==> src/rtl/systolic_feeder_if.sv <==
// Row-load handshake, feed control and array edge signals of systolic_feeder.
// The feeder uses the slave view; whatever loads operands and watches the feed uses master.
interface systolic_feeder_if #(
  parameter int DATA_BIT = 8
);
  logic                  in_valid;
  logic                  in_ready;
  logic                  in_sel;
  logic [1:0]            in_row;
  logic [4*DATA_BIT-1:0] in_data;
  logic                  start;
  logic                  busy;
  logic                  feed_done;
  logic                  array_clr;
  logic [DATA_BIT-1:0]   west0, west1, west2, west3;
  logic [DATA_BIT-1:0]   north0, north1, north2, north3;

  modport master (
    output in_valid, in_sel, in_row, in_data, start,
    input  in_ready, busy, feed_done, array_clr,
    input  west0, west1, west2, west3, north0, north1, north2, north3
  );

  modport slave (
    input  in_valid, in_sel, in_row, in_data, start,
    output in_ready, busy, feed_done, array_clr,
    output west0, west1, west2, west3, north0, north1, north2, north3
  );
endinterface

==> src/rtl/systolic_feeder.sv <==
// Buffers 4x4 operands A and B and streams them diagonally skewed into a 4x4
// output-stationary systolic array, clearing the array first.
module systolic_feeder #(
  parameter int DATA_BIT = 8,
  parameter int DRAIN    = 3
) (
  input  logic           clk,
  input  logic           rst,
  systolic_feeder_if.slave bus
);
  typedef enum logic [2:0] {S_IDLE, S_CLEAR, S_STREAM, S_DRAIN, S_DONE} state_t;

  localparam logic [3:0] DRAIN_LOAD = 4'(DRAIN - 1);

  state_t              r_state;
  logic [2:0]          r_step;
  logic [3:0]          r_drain;
  logic                r_in_ready;
  logic                r_busy;
  logic                r_feed_done;
  logic                r_array_clr;
  logic [DATA_BIT-1:0] r_a     [4][4];
  logic [DATA_BIT-1:0] r_b     [4][4];
  logic [DATA_BIT-1:0] r_west  [4];
  logic [DATA_BIT-1:0] r_north [4];

  // Edge values are registered one step ahead: the step about to be shown.
  logic [2:0]          w_next_step;
  logic [DATA_BIT-1:0] w_west  [4];
  logic [DATA_BIT-1:0] w_north [4];

  assign w_next_step = (r_state == S_STREAM) ? r_step + 3'd1 : 3'd0;

  for (genvar gi = 0; gi < 4; gi++) begin : g_skew
    logic [2:0] w_k;
    logic       w_live;
    assign w_k         = w_next_step - 3'(gi);
    assign w_live      = (w_next_step >= 3'(gi)) && (w_k <= 3'd3);
    assign w_west[gi]  = w_live ? r_a[gi][w_k[1:0]] : '0;
    assign w_north[gi] = w_live ? r_b[w_k[1:0]][gi] : '0;
  end

  always_ff @(posedge clk or posedge rst) begin
    if (rst) begin
      r_state     <= S_IDLE;
      r_step      <= '0;
      r_drain     <= '0;
      r_in_ready  <= 1'b1;
      r_busy      <= 1'b0;
      r_feed_done <= 1'b0;
      r_array_clr <= 1'b0;
      for (int i = 0; i < 4; i++) begin
        r_west[i]  <= '0;
        r_north[i] <= '0;
        for (int j = 0; j < 4; j++) begin
          r_a[i][j] <= '0;
          r_b[i][j] <= '0;
        end
      end
    end else begin
      r_feed_done <= 1'b0;
      r_array_clr <= 1'b0;
      for (int i = 0; i < 4; i++) begin
        r_west[i]  <= '0;
        r_north[i] <= '0;
      end
      case (r_state)
        S_IDLE: begin
          if (bus.in_valid && r_in_ready) begin
            for (int c = 0; c < 4; c++) begin
              if (bus.in_sel) r_b[bus.in_row][c] <= bus.in_data[DATA_BIT*c +: DATA_BIT];
              else            r_a[bus.in_row][c] <= bus.in_data[DATA_BIT*c +: DATA_BIT];
            end
          end
          if (bus.start) begin
            r_state     <= S_CLEAR;
            r_array_clr <= 1'b1;
            r_busy      <= 1'b1;
            r_in_ready  <= 1'b0;
          end
        end
        S_CLEAR: begin
          r_state <= S_STREAM;
          r_step  <= '0;
          for (int i = 0; i < 4; i++) begin
            r_west[i]  <= w_west[i];
            r_north[i] <= w_north[i];
          end
        end
        S_STREAM: begin
          if (r_step == 3'd6) begin
            r_state <= S_DRAIN;
            r_step  <= '0;
            r_drain <= DRAIN_LOAD;
          end else begin
            r_step <= r_step + 3'd1;
            for (int i = 0; i < 4; i++) begin
              r_west[i]  <= w_west[i];
              r_north[i] <= w_north[i];
            end
          end
        end
        S_DRAIN: begin
          if (r_drain == 4'd0) begin
            r_state     <= S_DONE;
            r_feed_done <= 1'b1;
          end else begin
            r_drain <= r_drain - 4'd1;
          end
        end
        S_DONE: begin
          r_state    <= S_IDLE;
          r_busy     <= 1'b0;
          r_in_ready <= 1'b1;
        end
        default: begin
          r_state    <= S_IDLE;
          r_busy     <= 1'b0;
          r_in_ready <= 1'b1;
        end
      endcase
    end
  end

  assign bus.in_ready  = r_in_ready;
  assign bus.busy      = r_busy;
  assign bus.feed_done = r_feed_done;
  assign bus.array_clr = r_array_clr;
  assign bus.west0     = r_west[0];
  assign bus.west1     = r_west[1];
  assign bus.west2     = r_west[2];
  assign bus.west3     = r_west[3];
  assign bus.north0    = r_north[0];
  assign bus.north1    = r_north[1];
  assign bus.north2    = r_north[2];
  assign bus.north3    = r_north[3];
endmodule
==> src/flat_wrapper.sv <==
// flat-port wrapper written by rule: the top's interface ports become plain ports
module systolic_feeder_flat 
#(
  parameter int DATA_BIT = 8,
  parameter int DRAIN    = 3
)
  (clk, rst, bus_in_valid, bus_in_sel, bus_in_row, bus_in_data, bus_start, bus_in_ready, bus_busy, bus_feed_done, bus_array_clr, bus_west0, bus_west1, bus_west2, bus_west3, bus_north0, bus_north1, bus_north2, bus_north3);
  systolic_feeder_if #(.DATA_BIT(DATA_BIT)) bus_i ();
  input  logic clk;
  input  logic rst;
  input wire logic [$bits(bus_i.in_valid)-1:0] bus_in_valid;
  input wire logic [$bits(bus_i.in_sel)-1:0] bus_in_sel;
  input wire logic [$bits(bus_i.in_row)-1:0] bus_in_row;
  input wire logic [$bits(bus_i.in_data)-1:0] bus_in_data;
  input wire logic [$bits(bus_i.start)-1:0] bus_start;
  output wire logic [$bits(bus_i.in_ready)-1:0] bus_in_ready;
  output wire logic [$bits(bus_i.busy)-1:0] bus_busy;
  output wire logic [$bits(bus_i.feed_done)-1:0] bus_feed_done;
  output wire logic [$bits(bus_i.array_clr)-1:0] bus_array_clr;
  output wire logic [$bits(bus_i.west0)-1:0] bus_west0;
  output wire logic [$bits(bus_i.west1)-1:0] bus_west1;
  output wire logic [$bits(bus_i.west2)-1:0] bus_west2;
  output wire logic [$bits(bus_i.west3)-1:0] bus_west3;
  output wire logic [$bits(bus_i.north0)-1:0] bus_north0;
  output wire logic [$bits(bus_i.north1)-1:0] bus_north1;
  output wire logic [$bits(bus_i.north2)-1:0] bus_north2;
  output wire logic [$bits(bus_i.north3)-1:0] bus_north3;
  assign bus_i.in_valid = bus_in_valid;
  assign bus_i.in_sel = bus_in_sel;
  assign bus_i.in_row = bus_in_row;
  assign bus_i.in_data = bus_in_data;
  assign bus_i.start = bus_start;
  assign bus_in_ready = bus_i.in_ready;
  assign bus_busy = bus_i.busy;
  assign bus_feed_done = bus_i.feed_done;
  assign bus_array_clr = bus_i.array_clr;
  assign bus_west0 = bus_i.west0;
  assign bus_west1 = bus_i.west1;
  assign bus_west2 = bus_i.west2;
  assign bus_west3 = bus_i.west3;
  assign bus_north0 = bus_i.north0;
  assign bus_north1 = bus_i.north1;
  assign bus_north2 = bus_i.north2;
  assign bus_north3 = bus_i.north3;
  systolic_feeder #(.DATA_BIT(DATA_BIT), .DRAIN(DRAIN)) u_core (.clk(clk), .rst(rst), .bus(bus_i));
endmodule
==> config.mk <==
export PLATFORM = sky130hd
export DESIGN_NAME = systolic_feeder_flat
export DESIGN_NICKNAME = d
export VERILOG_FILES = /design/src/rtl/systolic_feeder_if.sv /design/src/rtl/systolic_feeder.sv /design/src/flat_wrapper.sv
export SDC_FILE = /design/constraint.sdc
export NUM_CORES = 1
export LEC_CHECK = 0
export ABC_AREA = 1
export CAP_MARGIN = 40
export CORE_UTILIZATION = 25
export DETAILED_ROUTE_END_ITERATION = 12
export DONT_BUFFER_PORTS = 1
export PLACE_DENSITY_LB_ADDON = 0.08
export SYNTH_ARGS = -nofsm -noshare
export SYNTH_HDL_FRONTEND = slang
export SYNTH_SLANG_ARGS = --single-unit
==> constraint.sdc <==
create_clock -name clk -period 10.05 [get_ports clk]
set_input_delay 1.005 -clock clk [delete_from_list [all_inputs] [get_ports clk]]
set_output_delay 1.005 -clock clk [all_outputs]
set_load 0.02 [all_outputs]
* After elaboration in Yosys (flattened, before gate mapping) *
Index checks and enable logic that the tools add are counted.

storage, ports and cells
  input bits = 39
  logic and storage cells = 185
  output and inout bits = 68
  register bits after elaboration = 334

operators by class
  bitwise operators = 6
  equal/unequal tests = 8
  order comparisons = 14
  muxes and demuxes = 90
  reductions and logical operators = 15
  add/sub/neg operators = 5

operator list
  cell                                                                    count
  128-bit 2-to-1 mux                                                      20
  128-bit bitwise mux                                                     8
  32-bit binary-select mux with 2-bit select                              4
  32-bit demux with 2-bit select                                          4
  32-bit 2-to-1 mux                                                       5
  8-bit 2-to-1 mux                                                        19
  32-bit one-hot mux with 2 select lines                                  2
  24-bit 2-to-1 mux                                                       3
  8-bit binary-select mux with 2-bit select                               4
  16-bit 2-to-1 mux                                                       3
  3-bit >= comparator (second input constant)                             5
  3-bit 2-to-1 mux                                                        5
  2-bit inverter with 3-bit output                                        5
  3-bit by 2-bit <= comparator with 1-bit output (second input constant)  4
  3-bit one-hot mux with 4 select lines                                   1
  4-bit 2-to-1 mux                                                        2
  4-bit one-hot mux with 2 select lines                                   1
  3-bit by 2-bit equality test with 1-bit output (second input constant)  2
  3-bit by 1-bit >= comparator with 1-bit output (second input constant)  2
  3-bit by 2-bit >= comparator with 1-bit output (second input constant)  2
  1-bit logical AND                                                       6
  1-bit 2-to-1 mux                                                        6
  2-bit != test (second input constant)                                   3
  3-bit one-hot mux with 2 select lines                                   1
  16 further kinds                                                        21

* Depth between registers and ports, before layout *
Gate-level depths: netlist of run 1.

  depth in word-level cells = 19
  gate-level depth with buffers = 15
  mapped depth without buffers = 10

* Worst setup path before layout of run 1 *
OpenSTA, ideal clock, no wires.

  kind = flip-flop to flip-flop
  from = register u_core.r_step[0]
  to = register u_core.r_west, in the netlist u_core.bus.west1[6]
  setup time = 0.118 ns
  path slack = 7.025 ns
  data required time = 9.932 ns
  data arrival time = 2.908 ns
  period minus slack after synthesis = 3.025 ns
  path buffers = 5
  cell stages (with the launch flop) = 16
  cells stage by stage = dfrtp_1 -> inv_2 -> buf_2 -> buf_2 -> ha_1 -> inv_1 -> nand3_4 -> buf_1 -> ha_1 -> clkbuf_1 -> or2_2 -> nand2_1 -> nand2_1 -> nand2_2 -> buf_6 -> nor2_1

on the way
  cells in the longest elaborated chain, start to end = 10
  elaborated cells on any way between the ends = 14
  classes of those cells = 2 x add/sub; 2 x order compare; 1 x eq/ne; 7 x mux; 1 x bitwise; 1 x reduce/logical

ends and longest elaborated chain
  item                                                    line                   text
  start, declared                                         systolic_feeder.sv:16  logic [2:0] r_step;
  start signal, assigned                                  systolic_feeder.sv:96  r_step <= r_step + 3'd1;
  3-bit by 1-bit adder with 3-bit output                  systolic_feeder.sv:32  assign w_next_step = (r_state == S_STREAM) ? r_step + 3'd1 : 3'd0;
  3-bit 2-to-1 mux                                        systolic_feeder.sv:32
  3-bit by 1-bit subtractor with 3-bit output             systolic_feeder.sv:37  assign w_k = w_next_step - 3'(gi);
  2-bit inverter with 3-bit output (not written as such)  systolic_feeder.sv:39  assign w_west[gi] = w_live ? r_a[gi][w_k[1:0]] : '0;
  8-bit binary-select mux with 2-bit select               systolic_feeder.sv:39
  8-bit 2-to-1 mux (not written as such) (2 in a row)     systolic_feeder.sv:39
  8-bit 2-to-1 mux                                        systolic_feeder.sv:39
  32-bit 2-to-1 mux                                       systolic_feeder.sv:91  if (r_step == 3'd6) begin
  32-bit one-hot mux with 2 select lines (*)              systolic_feeder.sv:67  case (r_state)
  end signal, assigned by index                           systolic_feeder.sv:86  r_west[i] <= w_west[i];
  end signal, assigned by index                           systolic_feeder.sv:98  r_west[i] <= w_west[i];
  end, declared                                           systolic_feeder.sv:24  logic [DATA_BIT-1:0] r_west [4];

Every way passes the cells marked *; elsewhere a longest branch is shown, timed or not. The select of a mux whose other input is x is not followed.
A chain may end at the register's enable or synchronous reset.

* Worst setup path after layout of run 1 *
  from = register u_core.r_step[0]
  to = register u_core.r_west, in the netlist u_core.bus.west1[0]

The elaborated chain is that of the path after synthesis.

==> summary.md, run 1 <==
| Metric | Value |
|---|---|
| Status | `complete, no violations` |
| Setup violations, final | `0` |
| CTS resizes | `0` |
| Vias per cell | `4.70` |
| Post-Syn Area | `15500 µm²` |
| YS warnings | `0` |
| Initial antenna violation count | `3` |
| Max-cap violations | `0` |
| Initial drt markers | `1074` |
| Drt total wl | `60500 µm` |
| Reg clk slew, reported paths | `60 ps` |
| Achievable Freq | `268 MHz` |
| GR Overflow Total | `0` |
| Post-synth top cells | `nand2_1 (939), dfrtp_1 (333), nand3_1 (238)` |
| Synth top area share | `53.8%` |
| CP Data Required Time | `10500 ps` |
| PwrDens | `316 nW/µm²` |
| I/O Pins | `107` |
| Vias in the first global route | `13.2k` |
| Die span in y | `251 µm` |
| Worst-case reg-to-reg path depth | `11` |
| First-pass DRT Iterations | `5` |
| DRC | `0` |
| Starting density of the core | `25.5%` |
| Cts bufs inserted | `44` |
| Area contributors post-synth | `dfrtp_1 (54%), nand2_1 (23%), nand3_1 (7.7%), nand4_1 (2.6%), inv_1 (2.5%)` |
| Max-slew violations | `0` |
| Gp weighted congestion | `0.745` |
| Die area | `62900 µm²` |
| GRT Util Overall | `19.6%` |
| Area Growth Syn to Fin | `15.0%` |
| Yosys cell types | `30` |
| CTS tree | `yes` |
| Crit share post-route | `37.1%` |
| Largest net degree at the start of global routing | `164` |
| Htree depth | `2` |
| WS Path Type | `register to register` |
| #FFs+latches synth | `334` |
| RSZ-0062 raised after global routing | `false` |
| Crit path launch type | `register` |
| Die width | `251 µm` |
| Avg Cell Area, Syn | `7.71 µm²` |
| Worst-skew pair later-pin latency | `580 ps` |
| Wire per inst | `21.9 µm` |
| IO buf count | `0` |
| Number of synthesized flops with an enable pin | `0` |
| Pleak | `9.38 nW` |
| Cell accounting for the most synthesized area | `dfrtp_1` |
| Detail Placement HPWL | `36400 µm` |
| Final Hold Fails | `0` |
| Slew margin rel. | `29.7%` |
| TNS Setup | `0 ps` |
| Postcts setup bufs | `0` |
| Share of flip-flops with an asynchronous set or reset | `100%` |
| Most common cell in the netlist | `nand2_1` |
| Main synth FF type | `dfrtp_1` |
| Share of cells above drive strength 1 | `7.35%` |
| Final Skew | `31.4 ps` |
| Post-DRT Antenna Nets | `0` |
| Syn nets | `2052` |
| Max clock buf depth | `3` |
| Slew @ Worst Pin | `1050 ps` |
| Site Rows | `90` |
| CP Capture Type | `register` |
| Sequential area share after synthesis | `54.0%` |
| Core area | `60800 µm²` |
| Worst IR Drop VDD | `0.120 mV` |
| First-pass GRT wire length | `91200 µm` |
| Fin crit period | `3730 ps` |
| Top fanout value on the critical path | `31` |
| Post-synthesis cell count | `2007` |
| Critical Path AT | `4170 ps` |
| Type of the worst min-delay path | `input pin to async pin` |
| # nets final | `1985` |
| Post-CTS Hold Fix Bufs | `0` |
| CTS root buf | `clkbuf_16` |
| Pwr Total | `5.62 mW` |
| CTS Sinks | `334` |
| Via count | `12.9k` |
| Top flop regs | `u_core.r_a x128, u_core.r_b x128` |
[cell usage in the layout (no fill, tap or decap), drive strengths merged]
cell / Yosys / layout
clkinv: 0 / 10
clkinvlp: 0 / 1
nor3: 2 / 2
or2: 1 / 1
nand2: 945 / 945
inv: 110 / 107
nand3: 242 / 242
a31oi: 1 / 1
ha: 6 / 6
buf: 68 / 35
dfrtp: 333 / 333
nor2: 94 / 94
nand4: 65 / 65
bufinv: 0 / 2
o21ai: 23 / 23
o211ai: 1 / 1
a21oi: 34 / 34
dfstp: 1 / 1
clkbuf: 80 / 70
o31ai: 1 / 1
diode: 0 / 1
[cell type report]
type / count / area [µm²]
flip-flops and latches: 334 / 8360
well taps: 782 / 978
fillers: 6609 / 43000
diodes: 1 / 2.50
multi-input cells: 1415 / 6060
repair buffers: 35 / 495
inverters: 110 / 418
clock inverters: 10 / 111
clock buffers: 70 / 1370
[cells by family after synthesis]
group	after synthesis	synth area share [%]
AND/OR/NAND/NOR	1349	36.6
flip-flops	334	54.0
adder cells (fa/ha/maj)	6	0.485
buffers and inverters	258	6.98
AO/OA/AOI/OAI	60	1.98
[through the flow]
step           hold slack (ps)  instances  setup WS [ps]  area [µm²]  utilization, %
2_1_floorplan              434       2007           4580       15500               -
3_3_place_gp               452       2663           6150       16000            26.3
3_5_place_dp               455       2676           6280       16300            26.8
4_1_cts                    216       2756           6270       17800            29.3
5_1_grt                    227       2756           6100       17800            29.3
6_report                   236       2757           6320       17800            29.3
[critical path, cell delays in order, from the launching register on]
cell      delay [ps]
dfrtp_1          490
clkinv_2         390
ha_1             440
inv_1            150
nand3_4          430
ha_1             490
buf_4            220
or2_2            290
nand2_1           70
nand2_1           60
nand2_2          400
nor2_1            90
[metal layers]
| metal | share of wire [%] | global-route usage (%) | up-vias |
|---|---|---|---|
| li1 | - | - | 6154 |
| met1 | 47 | 27.0 | 6409 |
| met2 | 45 | 30.6 | 298 |
| met3 | 5.4 | 4.11 | 84 |
| met4 | 2.9 | 6.36 | 2 |
| met5 | 0.021 | 0 | - |
[power by group]
part	switching [mW]	internal (mW)	total, mW
sequential	0.334	1.81	2.14
clock	0.636	0.983	1.62
combinational	1.32	0.538	1.86
[final timing paths]
check / startpoint / end / slack (ps)
worst max-delay path: u_core.r_step[0]$_DFFE_PP0P_ / u_core.bus.west1[0]$_DFF_PP0_ / 6320
worst min-delay path: rst / u_core.r_a[2]$_DFFE_PP0P_ / 240
worst max register to register: u_core.r_step[0]$_DFFE_PP0P_ / u_core.bus.west1[0]$_DFF_PP0_ / 6320
worst min register to register: u_core.r_drain[3]$_DFFE_PP0P_ / u_core.r_drain[3]$_DFFE_PP0P_ / 460
max in group asynchronous: rst / u_core.r_b[31]$_DFFE_PP0P_ / 7790
min in group clk: u_core.r_drain[3]$_DFFE_PP0P_ / u_core.r_drain[3]$_DFFE_PP0P_ / 460
Power figures use the tool's default switching activity.
==> run 2: changes to the inputs <==
- clock period: 10.05 -> 3.4 ns (I/O delays scaled with it)
==> summary.md, run 2 (synthesis gave the netlist of run 1 again) <==
| Metric | Value |
|---|---|
| Final Skew | `25.4 ps` |
| Largest net degree at the start of global routing | `116` |
| Commonest non-fill, non-tap cell in the layout | `nand2_1` |
| Critical Path AT | `3230 ps` |
| CTS tree | `yes` |
| Util after Layout | `30.0%` |
| Setup violations, final | `0` |
| Vias per cell | `4.75` |
| Vias in the first global route | `13.6k` |
| Detail Placement HPWL | `37300 µm` |
| Achievable Freq | `358 MHz` |
| CTS Sinks | `334` |
| Area Growth Syn to Fin | `17.6%` |
| Pre-CTS setup slack | `604 ps` |
| First-pass GRT wire length | `95900 µm` |
| CP Data Required Time | `3840 ps` |
| Core area | `60800 µm²` |
| GRT Util Overall | `20.6%` |
| Met1 usage | `28.7%` |
| Initial antenna violation count | `9` |
| Worst-skew pair later-pin latency | `580 ps` |
| Share of cells above drive strength 1 | `7.93%` |
| Wire per inst | `22.9 µm` |
| Most used routing layer in global routing | `met2` |
| Cts bufs inserted | `43` |
| Worst-case reg-to-reg path depth | `10` |
| Met3 GRT Util | `3.21%` |
| I/O Pins | `107` |
| WHS Path Cells | `3` |
| Die width | `251 µm` |
| CP Capture Type | `register` |
| Gp weighted congestion | `0.766` |
| Final Hold Fails | `0` |
| Pleak | `9.58 nW` |
| Final WS setup | `608 ps` |
| Hold EP | `u_core.r_state[1]$_DFFE_PP0P_` |
| Slew margin rel. | `35.9%` |
| CTS root buf | `clkbuf_16` |
| RR Endpoint | `u_core.bus.west1[5]$_DFF_PP0_` |
| Fin crit period | `2790 ps` |
| Die span in y | `251 µm` |
| IO buf count | `0` |
| Initial drt markers | `1069` |
| Via count | `13.3k` |
| Hold Startpoint | `bus_start` |
| Die area | `62900 µm²` |
| Reg-to-reg slack, setup | `610 ps` |
| Starting density of the core | `25.5%` |
| PwrDens | `929 nW/µm²` |
| WS Path Type | `register to register` |
| RSZ-0062 raised after global routing | `false` |
| Crit path launch type | `register` |
| GR Overflow Total | `0` |
| Max clock buf depth | `3` |
| Hold WS | `45.0 ps` |
| First-pass DRT Iterations | `6` |
| Drt total wl | `64000 µm` |
| Max-slew violations | `0` |
| Max-cap violations | `0` |
| Status | `complete, no violations` |
| Top fanout value on the critical path | `16` |
| Type of the worst min-delay path | `input pin to register` |
| # nets final | `2029` |
| Grt met2 use | `33.7%` |
| Top flop regs | `u_core.r_a x128, u_core.r_b x128` |
| Htree depth | `2` |
| Site Rows | `90` |
| Post-DRT Antenna Nets | `0` |
| DRC | `0` |
| Reg clk slew, reported paths | `60 ps` |
| Crit share post-route | `82.1%` |
| Worst IR Drop VDD | `0.509 mV` |
| Most frequent cells in the layout | `nand2_1 (939), dfrtp_1 (332), nand3_1 (238), inv_1 (104), nor2_1 (76)` |
| Worst r2r src | `u_core.r_step[0]$_DFFE_PP0P_` |
| N_diodes | `0` |
| Slew @ Worst Pin | `959 ps` |
| Fillers | `6604` |
-- run 2: cell count changes in the layout (fill, tap and decap cells not counted), sizes merged --
cell and change:
dlygate4sd3 +31, clkbuf -2, diode -1, inv +1, bufinv +2, buf +14, clkinv -3
-- run 2: how the worst max path moves through the flow --
stage,from,to,slack [ps],cells after the start
2_1_floorplan,rst,u_core.bus.array_clr$_DFF_PP0_,-1400,1
3_3_place_gp,u_core.r_step[0]$_DFFE_PP0P_,u_core.bus.west1[0]$_DFF_PP0_,670,10
3_5_place_dp,u_core.r_step[0]$_DFFE_PP0P_,u_core.bus.west1[5]$_DFF_PP0_,600,10
4_1_cts,u_core.r_step[0]$_DFFE_PP0P_,u_core.bus.west1[5]$_DFF_PP0_,600,10
5_1_grt,u_core.r_step[0]$_DFFE_PP0P_,u_core.bus.north1[1]$_DFF_PP0_,360,10
6_report,u_core.r_step[0]$_DFFE_PP0P_,u_core.bus.west1[5]$_DFF_PP0_,610,10
-- run 2: layout make-up --
cell class,count,area [µm²],share of cell area (%)
sequential,334,8360,45.9
multi-input combinational,1415,6060,33.2
clock buffer,68,1390,7.65
tap,782,978,5.37
timing repair buffer,80,860,4.72
inverter,110,418,2.29
clock inverter,10,150,0.824
-- run 2: layer usage --
layer  routed length [µm]  vias to the layer above
met5                    0                        -
met4                 1020                        0
met3                 3070                       75
met2                30000                      318
met1                29900                     6633
li1                     -                     6258
-- run 2: worst max-delay path, stage by stage (launching register included) --
cell      delay (ps)
dfrtp_1          490
clkinv_2         100
ha_1             310
inv_1            150
nand3_4          270
ha_1             410
or2_2            280
nand2_1           60
nand2_1           50
nand2_2          430
nor2_1            90
-- run 2: report_power, final --
| group | total [mW] | switching (mW) | internal, mW | leakage, nW |
|---|---|---|---|---|
| logic | 5.56 | 3.95 | 1.61 | 4.30 |
| clock network | 4.99 | 1.89 | 3.10 | 0.770 |
| registers | 6.38 | 1.04 | 5.34 | 4.51 |
-- run 2: timing repair --
action	4_1_cts	5_1_grt
hold buffers	31	0
hold endpoints to repair	275	0
gates resized for setup	0	0
setup buffers	0	0
-- run 2: per-stage QoR --
stage,setup TNS (ps),total power [mW],instances,instance area [µm²]
after floorplan,-466990,10.0,2007,15500
after CTS,0,17.1,2794,18100
after global placement,0,11.8,2682,16200
after global routing,0,18.1,2799,18200
after detailed placement,0,11.9,2685,16300
final,0,16.9,2799,18200
==> run 3: changes to the inputs <==
- clock period: 3.4 -> 2.5 ns (I/O delays scaled with it)
==> summary.md, run 3 (synthesis gave the netlist of run 1 again) <==
| Metric | Value |
|---|---|
| Status | `complete, no violations` |
| Sw Ratio | `41.0%` |
| First-pass DRT Iterations | `5` |
| CTS Sinks | `334` |
| Met3 GRT Util | `3.30%` |
| Internal Power | `13.4 mW` |
| Sequential share of power | `38.2%` |
| Post-Place Cells | `2702` |
| Clock Power Share | `27.3%` |
| Hold Startpoint | `bus_in_data[26]` |
| Starting density of the core | `25.5%` |
| Detail Placement HPWL | `37800 µm` |
| Crit share post-route | `91.0%` |
| Type of the worst min-delay path | `input pin to register` |
| Die span in y | `251 µm` |
| Cts bufs inserted | `44` |
| Reg clk slew, reported paths | `60 ps` |
| Crit path launch type | `register` |
| P_sw | `9.33 mW` |
| Slew @ Worst Pin | `948 ps` |
| Final Hold Fails | `0` |
| Hold EP | `u_core.r_b[34]$_DFFE_PP0P_` |
| Htree depth | `2` |
| Via count | `13.2k` |
| Most frequent cells in the layout | `nand2_1 (939), dfrtp_1 (332), nand3_1 (238), inv_1 (104), nor2_1 (76)` |
| GR Overflow Total | `0` |
| IO buf count | `0` |
| Wire per inst | `22.4 µm` |
| GRT Util Overall | `20.4%` |
| Worst IR Drop VDD | `0.782 mV` |
| Top flop regs | `u_core.r_a x128, u_core.r_b x128` |
| Gp weighted congestion | `0.757` |
| Final Skew | `25.7 ps` |
| Most used routing layer in global routing | `met2` |
| DRC | `0` |
| Critical Path AT | `2710 ps` |
| Hold WS | `50.8 ps` |
| Core area | `60800 µm²` |
| Vias in the first global route | `13.4k` |
| Worst-case reg-to-reg path depth | `7` |
| Die width | `251 µm` |
| Grt met2 use | `32.0%` |
| Top fanout value on the critical path | `65` |
| Postcts setup bufs | `0` |
| Area Growth Syn to Fin | `18.3%` |
| CTS tree | `yes` |
| Post-DRT Antenna Nets | `0` |
| Worst-skew pair later-pin latency | `580 ps` |
| Max-slew violations | `0` |
| PwrDens | `1240 nW/µm²` |
| Combinational share of power | `34.4%` |
| Share of cells above drive strength 1 | `8.35%` |
| CP Data Required Time | `2940 ps` |
| Site Rows | `90` |
| Pleak | `9.63 nW` |
| Drt total wl | `63200 µm` |
| Layout Cells excl Fill | `2819` |
| First-pass GRT wire length | `94400 µm` |
| Max-cap violations | `0` |
| Fin crit period | `2270 ps` |
| RR Endpoint | `u_core.bus.west0[0]$_DFF_PP0_` |
| Max clock buf depth | `3` |
| Slew margin rel. | `36.6%` |
| RSZ-0062 raised after global routing | `false` |
| Largest net degree at the start of global routing | `116` |
| WS Path Type | `register to register` |
| CTS root buf | `clkbuf_16` |
| Commonest non-fill, non-tap cell in the layout | `nand2_1` |
| CP Capture Type | `register` |
| Setup violations, final | `0` |
| Fillers | `6571` |
| Initial drt markers | `1117` |
| Met1 usage | `28.4%` |
| Die area | `62900 µm²` |
| Worst r2r src | `u_core.r_state[2]$_DFFE_PP0P_` |
| Reg-to-reg slack, setup | `230 ps` |
| Util after Layout | `30.1%` |
| I/O Pins | `107` |
| WHS Path Cells | `2` |
| # nets final | `2049` |
| Achievable Freq | `440 MHz` |
| Initial antenna violation count | `7` |
| Vias per cell | `4.70` |
run 3: changes by cell type in the layout (fill, tap and decap cells not counted), sizes merged:
cell	before	now
buf	49	65
diode	0	2
clkbuf	68	69
bufinv	4	0
inv	108	110
dlygate4sd3	31	34
run 3: timing repair:
action | in CTS | in global routing
endpoints found under the hold margin | 228 | 0
resized for setup | 0 | 0
hold buffers | 34 | 0
run 3: layer usage:
| layer | vias up | share of wire, % |
|---|---|---|
| li1 | 6303 | - |
| met1 | 6543 | 47 |
| met2 | 303 | 46 |
| met3 | 88 | 4.5 |
| met4 | 0 | 2.9 |
| met5 | - | 0 |
run 3: area by class of cell:
| cell class | instances | area (µm²) | area share (%) |
|---|---|---|---|
| well taps | 782 | 978 | 5.34 |
| diodes | 2 | 5.00 | 0.0273 |
| clock inverters | 8 | 47.5 | 0.260 |
| inverters | 110 | 418 | 2.28 |
| clock buffers | 69 | 1360 | 7.41 |
| flip-flops and latches | 334 | 8360 | 45.7 |
| repair buffers | 99 | 1090 | 5.96 |
| multi-input cells | 1415 | 6060 | 33.1 |
run 3: critical path: stages, from the launching register on:
cell and delay (ps):
dfrtp_1 510, nor2_8 220, buf_12 330, nand3_1 280
nand2_2 190, nand2_2 70, buf_4 220, a21oi_1 300
run 3: stage by stage:
| step | power, mW | setup WS (ps) | area (µm²) | TNS (ps) |
|---|---|---|---|---|
| final | 22.7 | 226 | 18300 | 0 |
| after global routing | 24.4 | 25.8 | 18300 | 0 |
| after CTS | 23.0 | 121 | 18300 | 0 |
| after detailed placement | 16.5 | 133 | 16500 | 0 |
| after global placement | 16.5 | 209 | 16500 | 0 |
| after floorplan | 13.6 | -2210 | 15500 | -743490 |
run 3: power by group through the flow:
| stage | combinational [mW] | sequential (mW) | clock, mW |
|---|---|---|---|
| floorplan | 5.27 | 8.36 | 0 |
| global placement | 7.69 | 8.77 | 0 |
| detailed placement | 7.70 | 8.76 | 0 |
| CTS | 7.91 | 8.69 | 6.42 |
| global route | 8.83 | 8.93 | 6.61 |
| finish | 7.82 | 8.69 | 6.21 |
run 3: worst max-delay path by stage:
stage | start | end | slack [ps] | cells after the start
after global placement | u_core.r_step[0]$_DFFE_PP0P_ | u_core.bus.north3[3]$_DFF_PP0_ | 210 | 9
final | u_core.r_state[2]$_DFFE_PP0P_ | u_core.bus.west0[0]$_DFF_PP0_ | 230 | 7
after CTS | u_core.r_step[0]$_DFFE_PP0P_ | u_core.bus.west3[3]$_DFF_PP0_ | 120 | 9
after floorplan | rst | u_core.bus.array_clr$_DFF_PP0_ | -2210 | 1
after global routing | u_core.r_step[0]$_DFFE_PP0P_ | u_core.bus.north3[1]$_DFF_PP0_ | 30 | 9
after detailed placement | u_core.r_step[0]$_DFFE_PP0P_ | u_core.bus.north3[1]$_DFF_PP0_ | 130 | 9
